### src/rtl/mem_wb_stage_pkg.sv
// Shared encodings for the MEM/WB pipeline stage.
// Writeback source select and stage FSM states.
package mem_wb_stage_pkg;

    localparam int CNT_W = 16;

    typedef enum logic [1:0] {
        WB_SEL_ALU  = 2'b00,
        WB_SEL_MEM  = 2'b01,
        WB_SEL_LINK = 2'b10,
        WB_SEL_RSVD = 2'b11
    } wb_sel_e;

    typedef enum logic {
        ST_RUN    = 1'b0,
        ST_HALTED = 1'b1
    } wb_state_e;

endpackage

### src/rtl/mem_wb_stage_wb_mux.sv
// Writeback source selector.
// Pure 4:1 combinational mux.
module wb_mux #(
    parameter int DATA_W = 16
) (
    input  logic [1:0]        sel,
    input  logic [DATA_W-1:0] alu_i,
    input  logic [DATA_W-1:0] mem_i,
    input  logic [DATA_W-1:0] link_i,
    input  logic [DATA_W-1:0] rsvd_i,
    output logic [DATA_W-1:0] data_o
);

    import mem_wb_stage_pkg::*;

    // select the value written back to the register file
    always_comb begin
        data_o = rsvd_i;
        unique case (sel)
            WB_SEL_ALU:  data_o = alu_i;
            WB_SEL_MEM:  data_o = mem_i;
            WB_SEL_LINK: data_o = link_i;
            default:     data_o = rsvd_i;
        endcase
    end

endmodule

### src/rtl/mem_wb_stage.sv
// MEM/WB pipeline register, writeback drive,
// halt FSM and retired-instruction counter.
module mem_wb_stage #(
    parameter int DATA_W = 16,
    parameter int REG_AW = 3
) (
    input  logic              clk,
    input  logic              rst_n,
    input  logic              stall,
    input  logic              flush,
    input  logic              in_valid,
    input  logic              reg_write,
    input  logic [1:0]        wb_sel,
    input  logic [REG_AW-1:0] rd_addr,
    input  logic              is_halt,
    input  logic [DATA_W-1:0] read_data,
    input  logic [DATA_W-1:0] mem_alu_result,
    input  logic [DATA_W-1:0] link_addr,
    output logic              wb_en,
    output logic [REG_AW-1:0] wb_addr,
    output logic [DATA_W-1:0] wb_data,
    output logic              halted,
    output logic [15:0]       retired_count
);

    import mem_wb_stage_pkg::*;

    logic              valid_q, valid_d;
    logic              reg_write_q, reg_write_d;
    logic [1:0]        wb_sel_q, wb_sel_d;
    logic [REG_AW-1:0] rd_q, rd_d;
    logic              halt_q, halt_d;
    logic [DATA_W-1:0] mem_q, mem_d;
    logic [DATA_W-1:0] alu_q, alu_d;
    logic [DATA_W-1:0] link_q, link_d;
    wb_state_e         state_q, state_d;
    logic [CNT_W-1:0]  retired_count_q, retired_count_d;
    logic              retire;

    // pipeline register next value: flush beats stall, halt kills valid
    always_comb begin
        valid_d     = valid_q;
        reg_write_d = reg_write_q;
        wb_sel_d    = wb_sel_q;
        rd_d        = rd_q;
        halt_d      = halt_q;
        mem_d       = mem_q;
        alu_d       = alu_q;
        link_d      = link_q;
        if (flush) begin
            valid_d = 1'b0;
        end else if (!stall) begin
            valid_d     = in_valid;
            reg_write_d = reg_write;
            wb_sel_d    = wb_sel;
            rd_d        = rd_addr;
            halt_d      = is_halt;
            mem_d       = read_data;
            alu_d       = mem_alu_result;
            link_d      = link_addr;
        end
        if (state_q == ST_HALTED) begin
            valid_d = 1'b0;
        end
    end

    // pipeline register
    always_ff @(posedge clk or negedge rst_n) begin
        if (!rst_n) begin
            valid_q     <= 1'b0;
            reg_write_q <= 1'b0;
            wb_sel_q    <= 2'b00;
            rd_q        <= '0;
            halt_q      <= 1'b0;
            mem_q       <= '0;
            alu_q       <= '0;
            link_q      <= '0;
        end else begin
            valid_q     <= valid_d;
            reg_write_q <= reg_write_d;
            wb_sel_q    <= wb_sel_d;
            rd_q        <= rd_d;
            halt_q      <= halt_d;
            mem_q       <= mem_d;
            alu_q       <= alu_d;
            link_q      <= link_d;
        end
    end

    // FSM state register
    always_ff @(posedge clk or negedge rst_n) begin
        if (!rst_n) begin
            state_q <= ST_RUN;
        end else begin
            state_q <= state_d;
        end
    end

    // FSM next state: a live HALT leaving the stage stops the core
    always_comb begin
        state_d = state_q;
        if (state_q == ST_RUN && valid_q && halt_q && !stall) begin
            state_d = ST_HALTED;
        end
    end

    // FSM outputs
    always_comb begin
        halted = (state_q == ST_HALTED);
    end

    // an entry retires when it leaves the register, even if flushed behind
    always_comb begin
        retire          = (state_q == ST_RUN) && valid_q && (!stall || flush);
        retired_count_d = retired_count_q;
        if (retire) begin
            retired_count_d = retired_count_q + 16'd1;
        end
    end

    // retired-instruction counter, wraps silently
    always_ff @(posedge clk or negedge rst_n) begin
        if (!rst_n) begin
            retired_count_q <= '0;
        end else begin
            retired_count_q <= retired_count_d;
        end
    end

    // writeback enable and address straight off the register
    always_comb begin
        wb_en = valid_q && reg_write_q && (rd_q != '0) &&
                !halt_q && !halted;
        wb_addr       = rd_q;
        retired_count = retired_count_q;
    end

    wb_mux #(
        .DATA_W (DATA_W)
    ) u_wb_mux (
        .sel    (wb_sel_q),
        .alu_i  (alu_q),
        .mem_i  (mem_q),
        .link_i (link_q),
        .rsvd_i ({DATA_W{1'b0}}),
        .data_o (wb_data)
    );

endmodule

### config.mk
export PLATFORM = sky130hd
export DESIGN_NAME = mem_wb_stage
export DESIGN_NICKNAME = d
export VERILOG_FILES = /design/src/rtl/mem_wb_stage_pkg.sv /design/src/rtl/mem_wb_stage_wb_mux.sv /design/src/rtl/mem_wb_stage.sv
export SDC_FILE = /design/constraint.sdc
export NUM_CORES = 1
export LEC_CHECK = 0
export ABC_AREA = 1
export CORE_ASPECT_RATIO = 0.75
export CORE_MARGIN = 2
export CORE_UTILIZATION = 63
export CTS_CLUSTER_DIAMETER = 200
export CTS_CLUSTER_SIZE = 30
export DETAILED_ROUTE_END_ITERATION = 8
export DONT_BUFFER_PORTS = 1
export GPL_ROUTABILITY_DRIVEN = 0
export PLACE_DENSITY = 0.79
export SLEW_MARGIN = 5
export SYNTH_ARGS = -nofsm -noshare
export SYNTH_HDL_FRONTEND = slang
export SYNTH_SLANG_ARGS = --single-unit
### constraint.sdc
create_clock -name clk -period 1.41 [get_ports clk]
set_clock_uncertainty 0.1 [all_clocks]
set_input_delay 0.282 -clock clk [delete_from_list [all_inputs] [get_ports clk]]
set_output_delay 0.282 -clock clk [all_outputs]
set_load 0.05 [all_outputs]
==> tab_implementation.tex, run 1 <==
\begin{tabular}{lr}
\hline
Metric & Value \\
\hline
\multicolumn{2}{l}{\textbf{Run status}} \\
Run status & did not finish \\
Stage at which the run stopped & 4\_1\_cts \\
Run Error & [ERROR DPL-0033] detailed placement checks failed during check placement. \\
\multicolumn{2}{l}{\textbf{Synthesis}} \\
Average cell area after synthesis & 8.72 um2 \\
Post-synth design cell area & 3430 um2 \\
Total nets after synthesis & 454 \\
Unique cell type count in the Yosys netlist & 27 \\
Post-synthesis cell count & 393 \\
Top cells by area, synth & sky130\_fd\_sc\_hd\_\_dfrtp\_1 (53\%), sky130\_fd\_sc\_hd\_\_nand2\_1 (16\%), sky130\_fd\_sc\_hd\_\_inv\_1 (5.6\%) \\
Portion of the post-synthesis area used by sequential elements & 0.533 \\
Number of synthesized register bits & 73 \\
YS warnings & 0 \\
Synth area leader & sky130\_fd\_sc\_hd\_\_dfrtp\_1 \\
Share of the synthesized area in the top cell type & 0.533 \\
\multicolumn{2}{l}{\textbf{Floorplanning}} \\
Top-Level Pins & 97 \\
Cell Rows & 23 \\
Die width & 89.2 um \\
Starting utilization of the core area & 0.647 \\
Die Ht & 67.9 um \\
\multicolumn{2}{l}{\textbf{Clock tree}} \\
Clock Root Buffer & sky130\_fd\_sc\_hd\_\_clkbuf\_8 \\
Clock buffers created by TritonCTS & 9 \\
Post-CTS setup buffers & 5 \\
Post-CTS Resized & 17 \\
Number of sinks handled by clock tree synthesis & 73 \\
Maximum level of the CTS H-tree & 3 \\
Number of buffers on the longest clock path & 2 \\
Cts-stage hold buffer count & 54 \\
\multicolumn{2}{l}{\textbf{Place}} \\
Final HPWL DP & 6000 um \\
Post-Place Setup Slack & -0.136 ns \\
Dpl cell area & 4330 um2 \\
PortBufs & 0 \\
\hline
\end{tabular}
## Yosys cell counts, drive strengths merged
cell and number:
inv 54, clkbuf 4, o221ai 16, o31ai 1, buf 10, dfrtp 73, nor2 17, o21ai 39
nand2 154, nor3 2, xnor2 2, ha 1, xor2 7, nand4 2, a31oi 1, nand3 7
clkinv 1, nand3b 2
## cell families after synthesis
| family | after synthesis | share of synthesized area |
|---|---|---|
| AOI/OAI and AO/OA | 57 | 0.111 |
| xor gates and xnor gates | 9 | 0.0230 |
| and+or+nand+nor | 184 | 0.236 |
| adders and majority gates | 1 | 0.00365 |
| DFF | 73 | 0.533 |
| buffers and inverters | 69 | 0.0931 |
## through the flow
stage | hold WS (ns) | instances
after floorplan | -0.114 | 393
after global placement | -0.112 | 505
after detailed placement | -0.112 | 505
==> run 2, diff against run 1 <==
- CORE_ASPECT_RATIO: 0.75 -> unset
- CORE_UTILIZATION: 63 -> 40
- CTS_CLUSTER_DIAMETER: 200 -> unset
- CTS_CLUSTER_SIZE: 30 -> unset
- PLACE_DENSITY: 0.79 -> unset
- PLACE_DENSITY_LB_ADDON: unset -> 0.15
==> tab_implementation.tex, run 2 <==
\begin{tabular}{lr}
\hline
Metric & Value \\
\hline
\multicolumn{2}{l}{\textbf{Run status}} \\
Run status & finished with violations \\
Violations in the final reports & negative hold slack, negative setup slack \\
\multicolumn{2}{l}{\textbf{Synthesis}} \\
Portion of the post-synthesis area used by sequential elements & 0.533 \\
Commonest cells in the netlist & sky130\_fd\_sc\_hd\_\_nand2\_1 (145), sky130\_fd\_sc\_hd\_\_dfrtp\_1 (73), sky130\_fd\_sc\_hd\_\_inv\_1 (51) \\
Xor and xnor area share after synthesis & 0.0230 \\
Mux cell area share after synthesis & 0 \\
Simple-gate share of the synthesized area & 0.236 \\
Post-synth design cell area & 3430 um2 \\
Number of synthesized register bits & 73 \\
Largest family of logic cells by synthesized area & simple AND/OR/NAND/NOR gates \\
Total nets after synthesis & 454 \\
Share of async-settable or async-resettable flops after synthesis & 1.00 \\
Post-synthesis cell count & 393 \\
Post-synthesis adder-cell area fraction & 0.00365 \\
Synth area leader & sky130\_fd\_sc\_hd\_\_dfrtp\_1 \\
Average cell area after synthesis & 8.72 um2 \\
Ys flop type & sky130\_fd\_sc\_hd\_\_dfrtp\_1 \\
Top cells by area, synth & sky130\_fd\_sc\_hd\_\_dfrtp\_1 (53\%), sky130\_fd\_sc\_hd\_\_nand2\_1 (16\%), sky130\_fd\_sc\_hd\_\_inv\_1 (5.6\%) \\
YS warnings & 0 \\
Post-synth EDFFs & 0 \\
Leading cell type by number of instances after synthesis & sky130\_fd\_sc\_hd\_\_nand2\_1 \\
Unique cell type count in the Yosys netlist & 27 \\
Share of the synthesized area in the top cell type & 0.533 \\
Synth Area in Compound Gates & 0.111 \\
\multicolumn{2}{l}{\textbf{Place}} \\
Dpl cell area & 4380 um2 \\
Final HPWL DP & 5880 um \\
PortBufs & 0 \\
Number of placed instances with taps included & 535 \\
\multicolumn{2}{l}{\textbf{Setup path}} \\
Data required, critical path & 1.03 ns \\
CP max stage delay & 0.45 ns \\
Logic depth of the worst path, buffers included & 5 \\
Signal arrival time at the worst endpoint & 1.49 ns \\
FF-to-FF End & retired\_count[15]\$\_DFFE\_PN0P\_ \\
R2r setup slk & -0.04 ns \\
Count of buffer and inverter cells on the critical path & 3 \\
Reg-to-reg critical path startpoint & halted\$\_DFFE\_PN0P\_ \\
Cells along the critical path & inv\_2, nand2\_4, buf\_12, o221ai\_4, buf\_12 \\
CP dominant cell by count & sky130\_fd\_sc\_hd\_\_buf\_12 \\
Critical-path cell with the highest stage delay & sky130\_fd\_sc\_hd\_\_dfrtp\_2 \\
Family with the most delay on the worst path & flip-flops \\
Type of element capturing the critical path & primary output \\
Worst setup SP type & flop \\
Endpoint of the worst setup timing path & wb\_data[12] \\
Reg2reg path depth & 9 \\
Crit Path Class & reg -> out \\
Worst-path maximum fanout & 9 \\
Crit. Startpoint & wb\_sel\_q[0]\$\_DFFE\_PN0P\_ \\
\multicolumn{2}{l}{\textbf{STA}} \\
Post-route worst hold slack & -0.475 ns \\
Number of hold violations in the final report & 73 \\
Unrepaired setup endpoints after global routing & yes \\
Period Utilization, post-route & 1.33 \\
Max-Slew Margin vs Limit & 0.794 \\
Worst Tran Pin Value & 0.307 ns \\
Clock period minus worst slack & 1.88 ns \\
Post-layout worst setup margin & -0.467 ns \\
Maximum achievable frequency & 0.533 GHz \\
Setup-failing EPs final & 20 \\
Final Slew Violations & 0 \\
\multicolumn{2}{l}{\textbf{Floorplanning}} \\
CORE AREA & 8260 um2 \\
Starting utilization of the core area & 0.415 \\
Die area & 9320 um2 \\
Die width & 96.5 um \\
Top-Level Pins & 97 \\
Cell Rows & 33 \\
Die Ht & 96.5 um \\
\multicolumn{2}{l}{\textbf{Route}} \\
Drt wl/cell & 14.4 um \\
Total vias in the final route & 2991 \\
Drt pass-1 iters & 4 \\
Avg Vias per Cell & 4.81 \\
Final Routed Wirelength & 8950 um \\
Detail Route Antenna Nets & 0 \\
Remaining design rule violation count & 0 \\
Number of design-rule violations left by the first detailed-router iteration & 98 \\
\multicolumn{2}{l}{\textbf{Power and ir drop}} \\
Cell Int Power & 0.00415 W \\
Clock group share of total power & 0.295 \\
Part of the power in registers & 0.392 \\
Largest vdd supply drop & 533 uV \\
Power per cell area & 1130 nW/um2 \\
Total leakage power & 2.46 nW \\
Sw Ratio & 0.316 \\
Share of total power in combinational logic & 0.312 \\
Switching Power & 0.00192 W \\
\multicolumn{2}{l}{\textbf{Global routing}} \\
Vias in the first global route & 3197 \\
Largest net degree at the start of global routing & 74 \\
Global route overflow & 0 \\
Global-route wire length before repair & 14700 um \\
Number of antenna violations at the first check in global routing & 0 \\
Total routing usage reported by global routing & 0.208 \\
\multicolumn{2}{l}{\textbf{Layout}} \\
Final cell area excluding filler cells & 5390 um2 \\
Share of final-layout standard cells stronger than drive strength 1 & 0.308 \\
Final-layout fill cell count & 666 \\
Count of non-filler cells in the finished layout & 622 \\
Post-layout net count & 573 \\
Ant diodes & 0 \\
Synth-to-Final Area Change & 57.3\% \\
Most frequent standard cell in the layout excluding fill and tap cells & sky130\_fd\_sc\_hd\_\_nand2\_1 \\
Commonest non-fill, non-tap cells in the layout & sky130\_fd\_sc\_hd\_\_nand2\_1 (141), sky130\_fd\_sc\_hd\_\_dlygate4sd3\_1 (56), sky130\_fd\_sc\_hd\_\_dfrtp\_1 (54) \\
\multicolumn{2}{l}{\textbf{Clock tree}} \\
Cts-stage hold buffer count & 56 \\
Number of buffers on the longest clock path & 2 \\
Number of sinks handled by clock tree synthesis & 73 \\
Maximum level of the CTS H-tree & 3 \\
CTS clock-pin slew for the worst setup and hold paths & 0.08 ns \\
Clock tree from TritonCTS & built \\
Clock Root Buffer & sky130\_fd\_sc\_hd\_\_clkbuf\_8 \\
Clock insertion delay at the later pin of the skew report & 0.34 ns \\
Clock buffers created by TritonCTS & 9 \\
\multicolumn{2}{l}{\textbf{Flow run}} \\
Maximum Capacitance Violations & 0 \\
\multicolumn{2}{l}{\textbf{Worst hold path}} \\
Min-delay worst type & in -> async \\
\hline
\end{tabular}
-- run 2: layout make-up --
type / count / area (um2) / share of cell area
multi-input combinational: 251 / 1640 / 0.305
timing repair buffer: 122 / 1350 / 0.250
sequential: 73 / 1850 / 0.343
inverter: 55 / 209 / 0.0388
clock inverter: 6 / 82.6 / 0.0153
clock buffer: 10 / 128 / 0.0237
tap: 105 / 131 / 0.0244
-- run 2: worst reg2reg max path, delay by kind of cell, from the launching register on --
kind	cells	cell delay [ns]
flops	1	0.44
buf+inv	2	0.19
simple gates	7	0.63
-- run 2: how the worst min path moves through the flow --
stage | from | to | cells after the start
after floorplan | rst_n | alu_q[0]$_DFFE_PN0P_ | 0
after global placement | rst_n | link_q[11]$_DFFE_PN0P_ | 0
after detailed placement | rst_n | link_q[11]$_DFFE_PN0P_ | 0
after CTS | rst_n | retired_count[10]$_DFFE_PN0P_ | 0
after global routing | rst_n | link_q[13]$_DFFE_PN0P_ | 0
final | rst_n | mem_q[10]$_DFFE_PN0P_ | 0
-- run 2: through the flow --
step / power, W / utilization / hold WS [ns] / setup TNS, ns / worst slack [ns]
floorplan: 0.00345 / - / -0.114 / -1.63 / -0.110
global placement: 0.00406 / 0.530 / -0.111 / -1.40 / -0.102
detailed placement: 0.00409 / 0.530 / -0.111 / -1.53 / -0.130
CTS: 0.00609 / 0.638 / -0.492 / -7.75 / -0.484
global route: 0.00633 / 0.653 / -0.493 / -9.16 / -0.528
finish: 0.00607 / 0.653 / -0.475 / -7.56 / -0.467
-- run 2: per-layer routing --
metal,share of wire,vias up,routed length (um),track usage
li1,-,1466,-,-
met1,0.41,1431,3670,0.239
met2,0.53,77,4710,0.379
met3,0.044,17,394,0.0365
met4,0.020,0,178,0.0904
met5,0,-,0,0
-- run 2: kinds of logic (layout without fill, tap and decap cells) --
kind of cell | after synthesis | count (layout)
fa+ha+maj | 1 | 1
compound gates | 57 | 57
flops | 73 | 73
buf+inv | 69 | 193
xor+xnor | 9 | 9
simple gates | 184 | 184
-- run 2: repair_timing --
item                                   CTS  global route
cloned                                   0             0
setup endpoints to repair               18            30
endpoints found under the hold margin  129            73
buffers inserted                         4            12
gates resized for setup                 13            13
pin swaps                                5             7
-- run 2: power by group through the flow --
stage	Combinational, W	Sequential [W]	Clock [W]
2_1_floorplan	0.00102	0.00244	0
3_3_place_gp	0.00165	0.00241	0
3_5_place_dp	0.00167	0.00242	0
4_1_cts	0.00189	0.00238	0.00183
5_1_grt	0.00202	0.00241	0.00190
6_report	0.00190	0.00238	0.00179
Note: power is estimated with default switching activity, not from simulation.
==> run 3, diff against run 2 <==
- SYNTH_HIERARCHICAL: unset -> 1
==> tab_implementation.tex, run 3 <==
\begin{tabular}{lr}
\hline
Metric & Value \\
\hline
\multicolumn{2}{l}{\textbf{Route}} \\
Total vias in the final route & 3374 \\
Drt pass-1 iters & 4 \\
Remaining design rule violation count & 0 \\
Final Routed Wirelength & 9960 um \\
Drt wl/cell & 14.4 um \\
Avg Vias per Cell & 4.87 \\
Number of design-rule violations left by the first detailed-router iteration & 99 \\
Detail Route Antenna Nets & 0 \\
\multicolumn{2}{l}{\textbf{STA}} \\
Final Slew Violations & 0 \\
Number of hold violations in the final report & 73 \\
Unrepaired setup endpoints after global routing & yes \\
Setup-failing EPs final & 24 \\
Post-layout worst setup margin & -0.494 ns \\
Post-route worst hold slack & -0.474 ns \\
Period Utilization, post-route & 1.35 \\
Clock period minus worst slack & 1.90 ns \\
Maximum achievable frequency & 0.525 GHz \\
\multicolumn{2}{l}{\textbf{Synthesis}} \\
Mux cell area share after synthesis & 0 \\
Synth area leader & sky130\_fd\_sc\_hd\_\_dfrtp\_1 \\
Post-synth design cell area & 3590 um2 \\
Number of synthesized register bits & 73 \\
Share of async-settable or async-resettable flops after synthesis & 1.00 \\
Share of the synthesized area in the top cell type & 0.508 \\
Unique cell type count in the Yosys netlist & 27 \\
Ys flop type & sky130\_fd\_sc\_hd\_\_dfrtp\_1 \\
Top cells by area, synth & sky130\_fd\_sc\_hd\_\_dfrtp\_1 (51\%), sky130\_fd\_sc\_hd\_\_nand2\_1 (22\%), sky130\_fd\_sc\_hd\_\_nand3\_1 (7.8\%) \\
Portion of the post-synthesis area used by sequential elements & 0.508 \\
Largest family of logic cells by synthesized area & simple AND/OR/NAND/NOR gates \\
Synth Area in Compound Gates & 0.0122 \\
Post-synth EDFFs & 0 \\
YS warnings & 6 \\
Simple-gate share of the synthesized area & 0.383 \\
Post-synthesis cell count & 455 \\
Average cell area after synthesis & 7.90 um2 \\
Xor and xnor area share after synthesis & 0.0219 \\
Commonest cells in the netlist & sky130\_fd\_sc\_hd\_\_nand2\_1 (211), sky130\_fd\_sc\_hd\_\_dfrtp\_1 (73), sky130\_fd\_sc\_hd\_\_nand3\_1 (56) \\
Leading cell type by number of instances after synthesis & sky130\_fd\_sc\_hd\_\_nand2\_1 \\
Post-synthesis adder-cell area fraction & 0.00348 \\
\multicolumn{2}{l}{\textbf{Setup path}} \\
Logic depth of the worst path, buffers included & 5 \\
Signal arrival time at the worst endpoint & 1.52 ns \\
Endpoint of the worst setup timing path & wb\_data[3] \\
Data required, critical path & 1.03 ns \\
Worst setup SP type & flop \\
CP dominant cell by count & sky130\_fd\_sc\_hd\_\_buf\_6 \\
Family with the most delay on the worst path & flip-flops \\
Reg-to-reg critical path startpoint & halted\$\_DFFE\_PN0P\_ \\
Type of element capturing the critical path & primary output \\
Critical-path cell with the highest stage delay & sky130\_fd\_sc\_hd\_\_dfrtp\_2 \\
Worst-path maximum fanout & 8 \\
Crit Path Class & reg -> out \\
CP max stage delay & 0.43 ns \\
FF-to-FF End & retired\_count[15]\$\_DFFE\_PN0P\_ \\
Count of buffer and inverter cells on the critical path & 2 \\
Crit. Startpoint & wb\_sel\_q[0]\$\_DFFE\_PN0P\_ \\
R2r setup slk & -0.17 ns \\
Reg2reg path depth & 10 \\
Cells along the critical path & buf\_6, nor2\_4, nand2\_1, nand4\_1, buf\_6 \\
\multicolumn{2}{l}{\textbf{Power and ir drop}} \\
Cell Int Power & 0.00365 W \\
Clock group share of total power & 0.282 \\
Total leakage power & 2.55 nW \\
Power per cell area & 1070 nW/um2 \\
Sw Ratio & 0.335 \\
Switching Power & 0.00184 W \\
Share of total power in combinational logic & 0.272 \\
Part of the power in registers & 0.445 \\
Largest vdd supply drop & 518 uV \\
\multicolumn{2}{l}{\textbf{Layout}} \\
Post-layout net count & 641 \\
Final-layout fill cell count & 816 \\
Synth-to-Final Area Change & 43.0\% \\
Count of non-filler cells in the finished layout & 693 \\
Most frequent standard cell in the layout excluding fill and tap cells & sky130\_fd\_sc\_hd\_\_nand2\_1 \\
Ant diodes & 0 \\
Commonest non-fill, non-tap cells in the layout & sky130\_fd\_sc\_hd\_\_nand2\_1 (205), sky130\_fd\_sc\_hd\_\_dlygate4sd3\_1 (57), sky130\_fd\_sc\_hd\_\_dfrtp\_1 (56) \\
Share of final-layout standard cells stronger than drive strength 1 & 0.221 \\
Final cell area excluding filler cells & 5140 um2 \\
\multicolumn{2}{l}{\textbf{Clock tree}} \\
Clock insertion delay at the later pin of the skew report & 0.35 ns \\
CTS clock-pin slew for the worst setup and hold paths & 0.07 ns \\
Number of sinks handled by clock tree synthesis & 73 \\
Cts-stage hold buffer count & 57 \\
Number of buffers on the longest clock path & 2 \\
Clock tree from TritonCTS & built \\
Clock buffers created by TritonCTS & 9 \\
Maximum level of the CTS H-tree & 3 \\
Clock Root Buffer & sky130\_fd\_sc\_hd\_\_clkbuf\_8 \\
\multicolumn{2}{l}{\textbf{Place}} \\
Post-Place Setup Slack & -0.234 ns \\
Number of placed instances with taps included & 607 \\
Final HPWL DP & 6730 um \\
PortBufs & 0 \\
Dpl cell area & 4100 um2 \\
\multicolumn{2}{l}{\textbf{Run status}} \\
Violations in the final reports & negative hold slack, negative setup slack \\
Run status & finished with violations \\
\multicolumn{2}{l}{\textbf{Worst hold path}} \\
Min-delay worst type & in -> async \\
\multicolumn{2}{l}{\textbf{Floorplanning}} \\
Cell Rows & 34 \\
Die width & 98.8 um \\
Top-Level Pins & 97 \\
Starting utilization of the core area & 0.412 \\
Die area & 9760 um2 \\
Die Ht & 98.8 um \\
CORE AREA & 8720 um2 \\
\multicolumn{2}{l}{\textbf{Global routing}} \\
Largest net degree at the start of global routing & 74 \\
Number of antenna violations at the first check in global routing & 0 \\
Vias in the first global route & 3453 \\
Total routing usage reported by global routing & 0.212 \\
Global-route wire length before repair & 16300 um \\
Global route overflow & 0 \\
\multicolumn{2}{l}{\textbf{Flow run}} \\
Maximum Capacitance Violations & 0 \\
\hline
\end{tabular}
## run 3: how the worst min path moves through the flow
stage	slack [ns]	from	cells after the start	to
final	-0.47	rst_n	0	mem_q[7]$_DFFE_PN0P_
after global routing	-0.49	rst_n	0	wb_addr[2]$_DFFE_PN0P_
after CTS	-0.50	rst_n	0	retired_count[12]$_DFFE_PN0P_
after detailed placement	-0.11	rst_n	0	mem_q[7]$_DFFE_PN0P_
after global placement	-0.11	rst_n	0	mem_q[11]$_DFFE_PN0P_
after floorplan	-0.11	rst_n	0	alu_q[0]$_DFFE_PN0P_
## run 3: cells by family (layout without fill, tap and decap cells)
kind of cell | after synthesis | in the layout
buffers and inverters | 49 | 163
DFF | 73 | 73
and+or+nand+nor | 314 | 315
xor gates and xnor gates | 9 | 9
adders and majority gates | 1 | 1
other | 1 | 16
AOI/OAI and AO/OA | 8 | 8
## run 3: power groups by stage
| stage | logic [W] | registers, W | clock network [W] |
|---|---|---|---|
| finish | 0.00149 | 0.00244 | 0.00155 |
| global route | 0.00160 | 0.00246 | 0.00167 |
| CTS | 0.00148 | 0.00244 | 0.00160 |
| detailed placement | 0.00121 | 0.00248 | 0 |
| global placement | 0.00119 | 0.00248 | 0 |
| floorplan | 0.000918 | 0.00245 | 0 |
## run 3: worst reg2reg max path: stages (launching register included)
cell                      delay (ns)
sky130_fd_sc_hd__dfrtp_2        0.44
sky130_fd_sc_hd__buf_6          0.12
sky130_fd_sc_hd__buf_6          0.11
sky130_fd_sc_hd__inv_4          0.06
sky130_fd_sc_hd__nand2_4        0.06
sky130_fd_sc_hd__nor2_4         0.19
sky130_fd_sc_hd__nand2_4        0.10
sky130_fd_sc_hd__nor2_4         0.12
sky130_fd_sc_hd__nand2_1        0.06
sky130_fd_sc_hd__nand2_1        0.06
sky130_fd_sc_hd__nand2_1        0.05
## run 3: metrics by stage
step	utilization	power, W	hold slack (ns)	setup TNS (ns)
CTS	0.575	0.00552	-0.500	-7.91
floorplan	-	0.00337	-0.114	-3.04
global placement	0.470	0.00367	-0.111	-2.82
finish	0.589	0.00549	-0.474	-8.51
detailed placement	0.470	0.00369	-0.111	-3.22
global route	0.589	0.00573	-0.494	-10.27
## run 3: what timing repair did
item | in CTS | in global routing
endpoints found under the setup margin | 18 | 31
endpoints found under the hold margin | 130 | 73
pin swaps | 16 | 17
gates resized for setup | 31 | 22
buffers inserted | 6 | 7
gates cloned | 1 | 0
## run 3: area by class of cell
type	instances	area, um2	area share
Sequential cell	73	1850	0.360
Multi-Input combinational cell	349	1690	0.329
Timing Repair Buffer	120	1170	0.227
Clock buffer	14	173	0.0336
Tap cell	108	135	0.0263
Inverter	27	111	0.0217
Clock inverter	2	12.5	0.00243
## run 3: layer usage
metal,GRT usage,part of all wire,vias to the layer above
met3,0.0511,0.053,24
met5,0,0,-
li1,-,-,1676
met1,0.265,0.45,1575
met4,0.0885,0.026,0
met2,0.351,0.47,99
==> run 4, diff against run 3 <==
- PLACE_DENSITY_LB_ADDON: 0.15 -> unset
- clock period: 1.41 -> 2.2 ns (I/O delays scaled with it)
==> tab_implementation.tex, run 4 (synthesized netlist as in run 3, its figures left out) <==
\begin{tabular}{lr}
\hline
Metric & Value \\
\hline
\multicolumn{2}{l}{\textbf{Route}} \\
Routed length on met1 & 4090 um \\
Drt pass-1 iters & 4 \\
Wire length on met3 & 618 um \\
Top Layer Used & met4 \\
Total vias in the final route & 3055 \\
Number of design-rule violations left by the first detailed-router iteration & 160 \\
Met2 Wirelength & 4150 um \\
Avg Vias per Cell & 5.00 \\
Remaining design rule violation count & 0 \\
Detail Route Antenna Nets & 0 \\
Drt wl/cell & 14.6 um \\
Final Routed Wirelength & 8920 um \\
\multicolumn{2}{l}{\textbf{STA}} \\
Max-Slew Margin vs Limit & 0.615 \\
Period Utilization, post-route & 0.944 \\
Final Slew Violations & 0 \\
Post-layout worst setup margin & 0.122 ns \\
Worst Tran Pin Value & 0.577 ns \\
Total Neg Setup Slack & 0 ns \\
Number of hold violations in the final report & 73 \\
Clock period minus worst slack & 2.08 ns \\
Unrepaired setup endpoints after global routing & no \\
Setup-failing EPs final & 0 \\
Post-route worst hold slack & -0.323 ns \\
Maximum achievable frequency & 0.481 GHz \\
\multicolumn{2}{l}{\textbf{Global routing}} \\
Number of antenna violations at the first check in global routing & 0 \\
Largest net degree at the start of global routing & 74 \\
Vias in the first global route & 2938 \\
Global-route wire length before repair & 14600 um \\
Total routing usage reported by global routing & 0.188 \\
Global route overflow & 0 \\
\multicolumn{2}{l}{\textbf{Layout}} \\
Sequential cell area in the final layout & 1830 um2 \\
Most frequent standard cell in the layout excluding fill and tap cells & sky130\_fd\_sc\_hd\_\_nand2\_1 \\
Commonest non-fill, non-tap cells in the layout & sky130\_fd\_sc\_hd\_\_nand2\_1 (211), sky130\_fd\_sc\_hd\_\_dfrtp\_1 (71), sky130\_fd\_sc\_hd\_\_nand3\_1 (56) \\
Final-layout fill cell count & 887 \\
Count of non-filler cells in the finished layout & 611 \\
Ant diodes & 0 \\
Total area of multi-input combinational cells & 1570 um2 \\
Share of final-layout standard cells stronger than drive strength 1 & 0.143 \\
Synth-to-Final Area Change & 16.8\% \\
Post-layout net count & 559 \\
\multicolumn{2}{l}{\textbf{Place}} \\
PortBufs & 0 \\
Final HPWL DP & 6150 um \\
Post-Place Setup Slack & 0.382 ns \\
Number of placed instances with taps included & 595 \\
\multicolumn{2}{l}{\textbf{Clock tree}} \\
Maximum level of the CTS H-tree & 3 \\
CTS clock-pin slew for the worst setup and hold paths & 0.08 ns \\
Clock insertion delay at the later pin of the skew report & 0.34 ns \\
Number of sinks handled by clock tree synthesis & 73 \\
Clock Root Buffer & sky130\_fd\_sc\_hd\_\_clkbuf\_8 \\
Clock tree from TritonCTS & built \\
Clock buffers created by TritonCTS & 9 \\
Number of buffers on the longest clock path & 2 \\
\multicolumn{2}{l}{\textbf{Setup path}} \\
Type of element capturing the critical path & primary output \\
Crit Path Class & reg -> out \\
Worst setup SP type & flop \\
Data required, critical path & 1.66 ns \\
Worst-path maximum fanout & 10 \\
Signal arrival time at the worst endpoint & 1.54 ns \\
\multicolumn{2}{l}{\textbf{Flow run}} \\
Maximum Capacitance Violations & 0 \\
\multicolumn{2}{l}{\textbf{Floorplanning}} \\
Die Ht & 98.8 um \\
Die area & 9760 um2 \\
CORE AREA & 8720 um2 \\
Top-Level Pins & 97 \\
Die width & 98.8 um \\
Starting utilization of the core area & 0.412 \\
Cell Rows & 34 \\
\multicolumn{2}{l}{\textbf{Power and ir drop}} \\
Largest vdd supply drop & 432 uV \\
Total leakage power & 2.16 nW \\
Power per cell area & 862 nW/um2 \\
\multicolumn{2}{l}{\textbf{Run status}} \\
Run status & finished with violations \\
Violations in the final reports & negative hold slack \\
\multicolumn{2}{l}{\textbf{Worst hold path}} \\
Min-delay worst type & in -> async \\
\hline
\end{tabular}
-- run 4: cell count changes in the layout (fill, tap and decap cells not counted), sizes merged --
cell         before  now
bufinv            0    3
inv              27   26
clkinv            1    2
nor2             20   19
dlygate4sd3      57    0
clkbuf           14   11
buf              63   39
-- run 4: path summary, 6_finish.rpt --
path | from | to | slack [ns] | cells past startpoint
worst min register to register | link_q[0]$_DFFE_PN0P_ | link_q[0]$_DFFE_PN0P_ | 0.38 | 2
worst min-delay path | rst_n | mem_q[7]$_DFFE_PN0P_ | -0.32 | 0
min in group clk | link_addr[9] | link_q[9]$_DFFE_PN0P_ | 0.10 | 2
worst max register to register | retired_count[4]$_DFFE_PN0P_ | retired_count[13]$_DFFE_PN0P_ | 0.54 | 7
worst max-delay path | wb_sel_q[0]$_DFFE_PN0P_ | wb_data[1] | 0.12 | 4
max in group asynchronous | rst_n | alu_q[9]$_DFFE_PN0P_ | 2.19 | 0
-- run 4: through the flow --
stage                     total power, W  utilization  instance area [um2]
after global routing             0.00378        0.481                 4200
after global placement           0.00233        0.452                 3940
after floorplan                  0.00215            -                 3650
final                            0.00362        0.481                 4200
after detailed placement         0.00234        0.452                 3940
after CTS                        0.00365        0.480                 4190
-- run 4: timing repair --
action	in CTS	in global routing
endpoints found under the hold margin	73	73
setup endpoints to repair	2	15
setup buffers	0	0
gates resized for setup	1	6
-- run 4: critical path, stage by stage (launching register included) --
cell,delay [ns]
sky130_fd_sc_hd__dfrtp_2,0.53
sky130_fd_sc_hd__buf_4,0.22
sky130_fd_sc_hd__nand3_1,0.09
sky130_fd_sc_hd__nand4_1,0.13
sky130_fd_sc_hd__buf_4,0.21
-- run 4: final cells by class --
class / count / share of cell area
sequential: 73 / 0.436
timing repair buffer: 39 / 0.0736
clock buffer: 11 / 0.0337
inverter: 27 / 0.0253
tap: 108 / 0.0322
multi-input combinational: 348 / 0.375
clock inverter: 5 / 0.0244
-- run 4: per-layer routing --
| metal | vias to the layer above | global-route usage |
|---|---|---|
| li1 | 1517 | - |
| met1 | 1437 | 0.266 |
| met2 | 97 | 0.283 |
| met3 | 4 | 0.0553 |
| met4 | 0 | 0.0537 |
| met5 | - | 0 |
-- run 4: where the power goes --
part           internal [W]  switching, W
clock              0.000784      0.000516
combinational      0.000227      0.000534
sequential          0.00147     0.0000894
